**config.mk**
```make
export PLATFORM = sky130hd
export DESIGN_NAME = seg_scan_driver
export DESIGN_NICKNAME = d
export VERILOG_FILES = /design/src/rtl/seg_pkg.sv /design/src/rtl/seg_scan_driver_bcd_to_seg7.sv /design/src/rtl/seg_scan_driver.sv
export SDC_FILE = /design/constraint.sdc
export NUM_CORES = 1
export LEC_CHECK = 0
export CAP_MARGIN = 20
export CORE_AREA = 2 2 46 65
export CTS_BUF_LIST = sky130_fd_sc_hd__clkbuf_8
export DETAILED_ROUTE_END_ITERATION = 6
export DIE_AREA = 0 0 48 67
export PLACE_DENSITY = 0.85
export RECOVER_POWER = 100
export SYNTH_ARGS = -nofsm -noshare
export SYNTH_HDL_FRONTEND = slang
export SYNTH_SLANG_ARGS = --single-unit
```
**constraint.sdc**
```tcl
create_clock -name clk -period 5.1 [get_ports clk]
set_input_delay 1.02 -clock clk [delete_from_list [all_inputs] [get_ports clk]]
set_output_delay 1.02 -clock clk [all_outputs]
set_load 0.05 [all_outputs]
```
**src/rtl/seg_pkg.sv**
```systemverilog
// -----------------------------------------------------------------------------
// seg_pkg
// Shared types and constants for the seven-segment scan driver.
//   bcd_t      : one BCD digit (4 bits)
//   SEG_*      : active-low segment patterns, bit order {g,f,e,d,c,b,a}
// -----------------------------------------------------------------------------
package seg_pkg;

  typedef logic [3:0] bcd_t;

  localparam logic [6:0] SEG_BLANK = 7'h7F;
  localparam logic [6:0] SEG_DASH  = 7'h3F;

  localparam logic [6:0] SEG_0 = 7'h40;
  localparam logic [6:0] SEG_1 = 7'h79;
  localparam logic [6:0] SEG_2 = 7'h24;
  localparam logic [6:0] SEG_3 = 7'h30;
  localparam logic [6:0] SEG_4 = 7'h19;
  localparam logic [6:0] SEG_5 = 7'h12;
  localparam logic [6:0] SEG_6 = 7'h02;
  localparam logic [6:0] SEG_7 = 7'h78;
  localparam logic [6:0] SEG_8 = 7'h00;
  localparam logic [6:0] SEG_9 = 7'h10;

endpackage

```
**src/rtl/seg_scan_driver_bcd_to_seg7.sv**
```systemverilog
// -----------------------------------------------------------------------------
// bcd_to_seg7
// Purely combinational BCD to active-low seven-segment decoder.
// Ports:
//   i_bcd : BCD digit in (0..9 valid; 10..15 shown as a dash)
//   o_seg : segment pattern {g,f,e,d,c,b,a}, active-low
// -----------------------------------------------------------------------------
module bcd_to_seg7
  import seg_pkg::*;
(
  input  bcd_t       i_bcd,
  output logic [6:0] o_seg
);

  // NOTE: every path of a combinational block must assign its outputs
  // (here via the default arm) or synthesis infers a latch.
  always_comb begin
    case (i_bcd)
      4'd0:    o_seg = SEG_0;
      4'd1:    o_seg = SEG_1;
      4'd2:    o_seg = SEG_2;
      4'd3:    o_seg = SEG_3;
      4'd4:    o_seg = SEG_4;
      4'd5:    o_seg = SEG_5;
      4'd6:    o_seg = SEG_6;
      4'd7:    o_seg = SEG_7;
      4'd8:    o_seg = SEG_8;
      4'd9:    o_seg = SEG_9;
      default: o_seg = SEG_DASH;
    endcase
  end

endmodule

```
**src/rtl/seg_scan_driver.sv**
```systemverilog
// -----------------------------------------------------------------------------
// seg_scan_driver
// Time-multiplexes three BCD digits onto an active-low three-digit
// seven-segment display. Digits are snapshotted once per scan frame so a
// digit never changes mid-frame; hold freezes the snapshot (lap display).
// Optional build macro: SEG_LZB_EN enables leading-zero blanking of
// digits 2 and 1 (the anode keeps scanning; only the segments blank).
// Parameters:
//   SCAN_DIV : clock cycles each digit stays lit (>= 2)
// Ports:
//   clk  : system clock
//   rst  : synchronous active-high reset
//   en   : display enable; 0 blanks outputs, scanning keeps running
//   hold : 1 freezes the snapshot
//   d2/d1/d0 : BCD digits, d2 most significant
//   seg  : segment drive {g,f,e,d,c,b,a}, active-low
//   an   : anode drive, active-low; an[i] selects digit i
// -----------------------------------------------------------------------------
module seg_scan_driver
  import seg_pkg::*;
#(
  parameter int SCAN_DIV = 4
) (
  input  logic       clk,
  input  logic       rst,
  input  logic       en,
  input  logic       hold,
  input  logic [3:0] d2,
  input  logic [3:0] d1,
  input  logic [3:0] d0,
  output logic [6:0] seg,
  output logic [2:0] an
);

  localparam int PW = (SCAN_DIV > 2) ? $clog2(SCAN_DIV) : 1;

  logic [PW-1:0] r_presc;
  logic [1:0]    r_idx;
  bcd_t          r_snap2, r_snap1, r_snap0;
  logic [6:0]    r_seg;
  logic [2:0]    r_an;

  logic          w_tick;
  bcd_t          w_digit;
  logic          w_blank;
  logic [6:0]    w_dec;
  logic [6:0]    w_seg_next;

  assign w_tick = (r_presc == PW'(SCAN_DIV - 1));

  // Digit currently being scanned; idx never reaches 3, so the default
  // arm only serves digit 2.
  always_comb begin
    w_digit = r_snap2;
    w_blank = 1'b0;
    case (r_idx)
      2'd0:    w_digit = r_snap0;
      2'd1:    w_digit = r_snap1;
      default: w_digit = r_snap2;
    endcase
`ifdef SEG_LZB_EN
    w_blank = ((r_idx == 2'd2) && (r_snap2 == 4'd0)) ||
              ((r_idx == 2'd1) && (r_snap2 == 4'd0) && (r_snap1 == 4'd0));
`else
    w_blank = 1'b0;
`endif
  end

  bcd_to_seg7 u_dec (
    .i_bcd (w_digit),
    .o_seg (w_dec)
  );

  assign w_seg_next = w_blank ? SEG_BLANK : w_dec;

  // NOTE: sequential state uses non-blocking assignments so every register
  // samples pre-edge values regardless of statement order.
  always_ff @(posedge clk) begin
    if (rst) begin
      r_presc <= '0;
      r_idx   <= 2'd0;
      r_snap2 <= 4'd0;
      r_snap1 <= 4'd0;
      r_snap0 <= 4'd0;
      r_seg   <= SEG_BLANK;
      r_an    <= 3'b111;
    end else begin
      r_presc <= w_tick ? '0 : r_presc + 1'b1;

      if (w_tick) begin
        r_idx <= (r_idx == 2'd2) ? 2'd0 : r_idx + 2'd1;
        // Frame boundary: load a fresh snapshot unless the lap hold is on.
        if ((r_idx == 2'd2) && !hold) begin
          r_snap2 <= d2;
          r_snap1 <= d1;
          r_snap0 <= d0;
        end
      end

      // Outputs follow idx by one cycle; en only gates this register.
      r_an  <= en ? ~(3'b001 << r_idx) : 3'b111;
      r_seg <= en ? w_seg_next : SEG_BLANK;
    end
  end

  assign seg = r_seg;
  assign an  = r_an;

endmodule

```
# After elaboration in Yosys (flattened, before gate mapping)
# Memories as Yosys holds them, arrays and structs flattened. A register that Yosys moved wholly into a read port is not among the register bits.
# Index checks and enable logic that the tools add are counted.
# classes
add_sub_neg	2
multipliers	0
div	0
magnitude_cmp	0
n_eq_ne	3
shift	1
mux	2
bitwise	2
reduce_logical	6
# op_table
cell	count
one-hot mux 4 bit (2 select lines)	1
adder 2 x 1 -> 2 bit (second input constant)	2
equality test 2 bit (second input constant)	2
OR reduction 2 bit	2
inverter 3 bit	1
<< shifter 1 x 2 -> 3 bit (first input constant)	1
equality test 2 x 1 -> 1 bit (second input constant)	1
logical NOT 2 bit	1
2-to-1 mux 2 bit	1
AND reduction 2 bit	1
logical AND 1 bit	1
logical NOT 1 bit	1
inverter 1 bit	1
# totals
ff_bits	19
latch_bits	0
ramBits	0
rom_bits	112
input_bits	16
output_inout_bits	10
wordCells	23
n_memories	1
# mem_list
name	depth	word_bits	read_ports	rd_ports_with_merged_regs	write_ports	line	source
(name not given)	16	7	1	1	0	seg_scan_driver_bcd_to_seg7.sv:18	case (i_bcd)

# Longest topological paths before layout
# Gate-level depths: netlist of run 1.
# logic_depth
word_depth	3
ltp_mapped	10
depth_no_buf	8

# Cells and area by module
# Synthesis of run 1 repeated with hierarchy kept, for this count alone.
# unflattened
cells_unflattened	133
area_unflattened_um2	1296.2
# by_module_without_submodules
mod	n_inst	cells_per_inst	area_each_um2	seq_area_each_um2
seg_scan_driver	1	102	1072.3	520.5
bcd_to_seg7	1	31	224.0	0.0

# Worst setup path before layout of run 1
# No wires, ideal clock.
# synth_timing
path_kind	register to register
from	register r_idx[1]
to	register r_seg[0] (netlist: seg[0])
setup_time_ns	0.124
arrival_ns	1.941
t_required_ns	4.976
path_slack_ns	3.035
path_stages_with_launch	9
path_buffers	2
synth_period_minus_slack_ns	2.065
path_cell_list	dfxtp_1 clkbuf_1 buf_1 o21a_1 inv_1 ha_1 or3_1 a31oi_1 a21oi_1
# synth_between
elab_chain_cells	2
word_cells_on_any_way	3
classes_between	1 x eq/ne; 1 x mux; 1 x reduce/logical
# synth_rtl
item	line	source
start, declared	seg_scan_driver.sv:38	logic [1:0] r_idx;
start signal, assigned	seg_scan_driver.sv:91	r_idx <= (r_idx == 2'd2) ? 2'd0 : r_idx + 2'd1;
equality test 2 x 1 -> 1 bit / logical NOT 2 bit (equally long branches)	seg_scan_driver.sv:56	case (r_idx)
one-hot mux 4 bit (2 select lines) (*)	seg_scan_driver.sv:56	
end, declared	seg_scan_driver.sv:40	logic [6:0] r_seg;
# Every way passes the cells marked *; elsewhere a longest branch is shown, timed or not.
# A chain may end at the register's enable or synchronous reset.

# Worst setup path in the final report of run 1
# layout_timing
from	input port rst
to	register r_seg[0] (netlist: seg[0])
# layout_between
elab_chain_cells	1
# layout_rtl
item	line	source
start, declared	seg_scan_driver.sv:25	input logic rst,
OR reduction 2 bit (no source line)	-	
# Every way passes these cells.

==> flow_metrics.py, run 1 <==
metrics = {
    "outcome": {
        "outcome": "completed",
    },
    "floorplan": {
        "num_rows": 22,
        "start_util_pct": 47.6,
        "die-area_um2": 3220,
        "io_pins": 26,
        "die_w_um": 48,
        "core_um2": 2620,
        "die_h_um": 67,
    },
    "logic_synthesis": {
        "ys_dominant_reg_cell": "dfxtp_1",
        "ys_seq_area_share_pct": 41.8,
        "synth_area_leaders": "dfxtp_1 (42%), nand2_1 (9.6%), a21oi_1 (8.4%)",
        "synth_top_area_share_pct": 41.8,
        "yosysMostFrequentCell": "nand2_1",
        "synth_area_um2": 1240,
        "yosysWarnings": 0,
        "synth_area_leader_cell": "dfxtp_1",
        "ys_ff_latch": 26,
        "async_reset_ff_share_pct": 0,
        "synth_edf_count": 0,
        "yosys-top-cells-count": "nand2_1 (32), dfxtp_1 (26), a21oi_1 (21)",
        "avgSynthCellArea_um2": 8.30,
        "netlist_instances": 150,
        "yosysUniqueCellTypes": 32,
        "synth_nets": 172,
    },
    "worst_setup_path": {
        "worst_path_max_delay_cell": "dlygate4sd3_1",
        "cpLargestDelayFamily": "buffers and inverters",
        "cp-start-kind": "primary input",
        "end_kind": "flop",
        "cp.required_ns": 5.26,
        "crit_type": "in2reg",
        "path_cells": "dlygate4sd3_1 -> nor2b_1 -> o211ai_1 -> a31oi_1 -> a21oi_1",
        "max_stage_delay_ns": 0.76,
        "path_max_fanout": 18,
        "cp.arrival_ns": 2.68,
        "critPathBufInv": 1,
    },
    "clock_network": {
        "clockRootBuffer": "clkbuf_8",
        "postCtsSetupBuffers": 0,
        "cts_num_sinks": 26,
        "cts.clk_slew.worst_paths_ns": 0.09,
        "cts_buffer_depth": 2,
        "cts_hold_buffers": 0,
        "cts_buffers": 3,
        "cts-resized-gates": 0,
        "cts_tree": "yes",
        "htree_levels": 1,
        "insertion_delay_ns": 0.27,
    },
    "placement": {
        "gp_congestion": 0.936,
        "port-buffer-count": 25,
        "hpwl_um": 1870,
    },
    "timing": {
        "finalCritPeriodShare_pct": 49.4,
        "report.final.slew_viol_count": 0,
        "relSlewSlack_pct": 50.9,
        "fmax_mhz": 397,
        "tightest_slew_ns": 0.735,
        "finalSetupViolCount": 0,
        "post-route-min-period_ns": 2.52,
        "hold_viol_final": 0,
        "rsz0062_at_grt": "false",
        "fin_tns_setup_ns": 0,
        "clock_skew_ns": 0.00355,
    },
    "grt": {
        "grt-ovfl-total": 0,
        "track_usage_pct": 18.4,
        "antenna_found_initial": 0,
        "grt_first_pass_wirelength_um": 4200,
        "grt_max_degree": 24,
        "grt_pass1_vias": 1002,
    },
    "drt": {
        "avgRoutedWirePerCell_um": 11.8,
        "drc": 0,
        "drtPass1Iterations": 4,
        "vias": 1095,
        "vias_per_cell": 5.26,
        "antenna_left": 0,
        "drt-initial-drc-count": 16,
        "drt_wl_total_um": 2460,
    },
    "min_path": {
        "hold_path_class": "reg2reg",
    },
    "power": {
        "ir_worst_vdd_mv": 0.143,
        "powerDensity_nw_per_um2": 269,
        "leakagePower_nw": 0.570,
    },
    "cells_and_area": {
        "nets": 195,
        "drive_gt1_share_pct": 4.65,
        "diodes": 0,
        "final_util_pct": 60.5,
        "area_growth_pct": 27.0,
    },
    "flow_run": {
        "cap_violations": 0,
    },
}
[cell usage in the layout, fill, tap and decap left out, drive strengths merged, types with 3 or more instances in the layout]
cell           instances
clkbuf                 3
nor2                   6
o21ai                  3
nand2                 32
clkdlybuf4s50         13
mux2i                  5
nor3                   4
dfxtp                 26
a21oi                 21
nor2b                  5
inv                    6
dlygate4sd3           12
nand2b                 3
ha                     6
[metal layers]
layer / up-vias / GRT usage (%) / wire, µm
li1: 559 / - / -
met1: 500 / 20.3 / 1000
met2: 28 / 30.2 / 1270
met3: 8 / 3.79 / 94
met4: 0 / 11.8 / 89
met5: - / 0 / 0
[per-stage QoR]
stage	power [mW]	std cells	area (µm²)	hold slack, ns	setup WS, ns
2_1_floorplan	0.244	150	1240	0.404	3.04
3_3_place_gp	0.262	204	1510	0.413	2.39
3_5_place_dp	0.264	204	1510	0.427	2.31
4_1_cts	0.431	208	1580	0.440	2.59
5_1_grt	0.440	208	1580	0.470	2.32
6_report	0.425	208	1580	0.435	2.58
[layout make-up]
cell class	instances	area (µm²)
clock buffer	3	41.3
clock inverter	1	30.0
fill	226	1030
inverter	6	22.5
multi-input combinational	110	664
sequential	26	520
tap	36	45.0
timing repair buffer	26	258
[state kept, by name (all words and copies together) (netlist names)]
register / flops
r_idx: 2
r_snap0: 4
seg: 7
r_snap1: 4
r_presc: 2
r_snap2: 4
an: 3
[report_power, final]
| part | switching [mW] | internal, mW |
|---|---|---|
| registers | 0.00468 | 0.209 |
| clock network | 0.0633 | 0.105 |
| logic | 0.0225 | 0.0207 |
| total | 0.0905 | 0.335 |
[worst reg2reg max path, stage by stage, from the launching register on]
cell	delay, ns
dfxtp_1	0.74
mux2i_1	0.15
o21ai_0	0.42
inv_1	0.21
ha_1	0.26
or3_1	0.34
a31oi_1	0.21
a21oi_1	0.06
[cells by family after synthesis]
family                     count (synthesis)  synth area share, %
AOI/OAI and AO/OA                         36                 17.1
adders and majority gates                  6                 6.03
buffers and inverters                     14                 4.82
DFF                                       26                 41.8
muxes                                      7                 6.43
and+or+nand+nor                           61                 23.8
[path summary, 6_finish.rpt]
path               from         end  slack, ns  depth (start not counted)
min reg2reg  r_presc[0]  r_presc[0]       0.43                          1
max reg2reg    r_idx[0]      seg[0]       2.60                          7
max                 rst      seg[0]       2.58                          5
min          r_presc[0]  r_presc[0]       0.43                          1
(Power assumes the default switching activity.)
==> run 2, diff against run 1 <==
Settings changed: CORE_AREA 2 2 46 65 to 2 2 47 66, DIE_AREA 0 0 48 67 to 0 0 49 68.
Clock period 5.1 ns to 2.22 ns, I/O delays scaled along.
==> flow_metrics.py, run 2 (synthesis gave the netlist of run 1 again) <==
metrics = {
    "floorplan": {
        "io_pins": 26,
        "die_w_um": 49,
        "die_h_um": 68,
        "start_util_pct": 44.6,
        "core_um2": 2790,
        "die-area_um2": 3330,
        "num_rows": 23,
    },
    "clock_network": {
        "cts_buffer_depth": 2,
        "cts.clk_slew.worst_paths_ns": 0.08,
        "insertion_delay_ns": 0.27,
        "cts_tree": "yes",
        "htree_levels": 1,
        "cts_buffers": 3,
        "cts_num_sinks": 26,
        "postCtsSetupBuffers": 0,
        "clockRootBuffer": "clkbuf_8",
    },
    "cells_and_area": {
        "layout_common_cells": "nand2_1 (32), dfxtp_1 (25), a21oi_1 (21), clkdlybuf4s50_1 (14), dlygate4sd3_1 (11)",
        "largest_reg_flops": 7,
        "area_growth_pct": 26.6,
        "seq_area_um2": 522,
        "diodes": 0,
        "mostFrequentLayoutCell": "nand2_1",
        "multiInputGateArea_um2": 664,
        "drive_gt1_share_pct": 5.11,
        "nets": 200,
        "final_cell_area_um2": 1580,
        "stdcell_count": 213,
        "nFillCells": 263,
    },
    "grt": {
        "track_usage_pct": 16.4,
        "grt_pass1_vias": 1024,
        "grt_first_pass_wirelength_um": 4220,
        "grt_max_degree": 17,
        "grt-ovfl-total": 0,
        "antenna_found_initial": 0,
    },
    "worst_setup_path": {
        "reg2reg_depth": 7,
        "end_kind": "flop",
        "worst_path_max_delay_cell": "dfxtp_1",
        "cpLargestDelayFamily": "flip-flops",
        "path_max_fanout": 16,
        "critPathBufInv": 1,
        "cp.required_ns": 2.37,
        "crit_type": "reg2reg",
        "cp.arrival_ns": 2.14,
        "path_cells": "nand2_1 -> o21ai_0 -> inv_1 -> ha_1 -> or3_1 -> a31oi_1 -> a21oi_1",
        "cp-start-kind": "flop",
        "max_stage_delay_ns": 0.65,
        "worst-path-stages": 7,
    },
    "timing": {
        "post-route-min-period_ns": 1.99,
        "relSlewSlack_pct": 57.4,
        "whs_ns": 0.437,
        "fmax_mhz": 502,
        "tightest_slew_ns": 0.639,
        "rsz0062_at_grt": "false",
        "fin_tns_setup_ns": 0,
        "clock_skew_ns": 0.00165,
        "report.final.slew_viol_count": 0,
        "finalSetupViolCount": 0,
        "fin_ws_ns": 0.229,
        "finalCritPeriodShare_pct": 89.7,
        "hold_viol_final": 0,
    },
    "placement": {
        "dp.cells": 210,
        "hpwl_um": 1920,
        "port-buffer-count": 25,
        "place_area_um2": 1550,
        "gp_congestion": 0.970,
        "pre_cts_slack_ns": 0.179,
    },
    "drt": {
        "drtPass1Iterations": 4,
        "avgRoutedWirePerCell_um": 11.8,
        "drt_wl_total_um": 2520,
        "vias_per_cell": 5.15,
        "vias": 1096,
        "drc": 0,
        "antenna_left": 0,
        "drt-initial-drc-count": 24,
    },
    "min_path": {
        "hold_depth": 1,
        "hold_path_class": "reg2reg",
    },
    "flow_run": {
        "cap_violations": 0,
    },
    "power": {
        "leakagePower_nw": 0.567,
        "ir_worst_vdd_mv": 0.377,
        "powerDensity_nw_per_um2": 543,
    },
    "outcome": {
        "outcome": "completed",
    },
}
==> run 2: cell count changes in the layout (fill, tap and decap cells not counted), sizes merged <==
cell,change
buf,+1
clkbuf,+4
bufinv,-1
clkdlybuf4s50,+1
dlygate4sd3,-1
==> run 2: worst register-to-register path, stage by stage, from the launching register on <==
cell     delay, ns
dfxtp_1       0.65
nand2_1       0.08
o21ai_0       0.13
inv_1         0.16
ha_1          0.24
or3_1         0.34
a31oi_1       0.21
a21oi_1       0.06
==> run 2: metrics by stage <==
stage	util, %	power, mW
after floorplan	-	0.561
after global placement	55.5	0.608
after detailed placement	55.5	0.612
after CTS	57.0	0.863
after global routing	56.5	0.894
final	56.5	0.856
==> run 2: repair_timing <==
action / CTS / global route
endpoints found under the setup margin: 0 / 2
resized for setup: 0 / 1
hold buffers: 0 / 0
==> run 2: cell type report <==
type / count / area share [%]
multi-input combinational: 110 / 42.1
sequential: 26 / 33.1
timing repair buffer: 31 / 17.8
tap: 37 / 2.94
clock buffer: 3 / 2.62
inverter: 6 / 1.43
==> run 2: routing by layer <==
layer	up-vias	share of wire, %	track usage (%)
li1	564	-	-
met1	509	41	17.5
met2	18	54	31.5
met3	5	2.7	2.18
met4	0	1.7	8.57
met5	-	0	0
==> run 2: worst paths after layout <==
path	from	end	slack, ns
max	r_idx[1]	seg[3]	0.23
min	r_presc[0]	r_presc[0]	0.44
max reg2reg	r_idx[1]	seg[3]	0.23
min reg2reg	r_presc[0]	r_presc[0]	0.44
==> run 2: where the power goes <==
group          internal, mW  switching (mW)  leakage, nW
clock network         0.122           0.139       0.0216
logic                0.0501          0.0562        0.333
registers             0.480         0.00842        0.213
total                 0.652           0.204        0.567
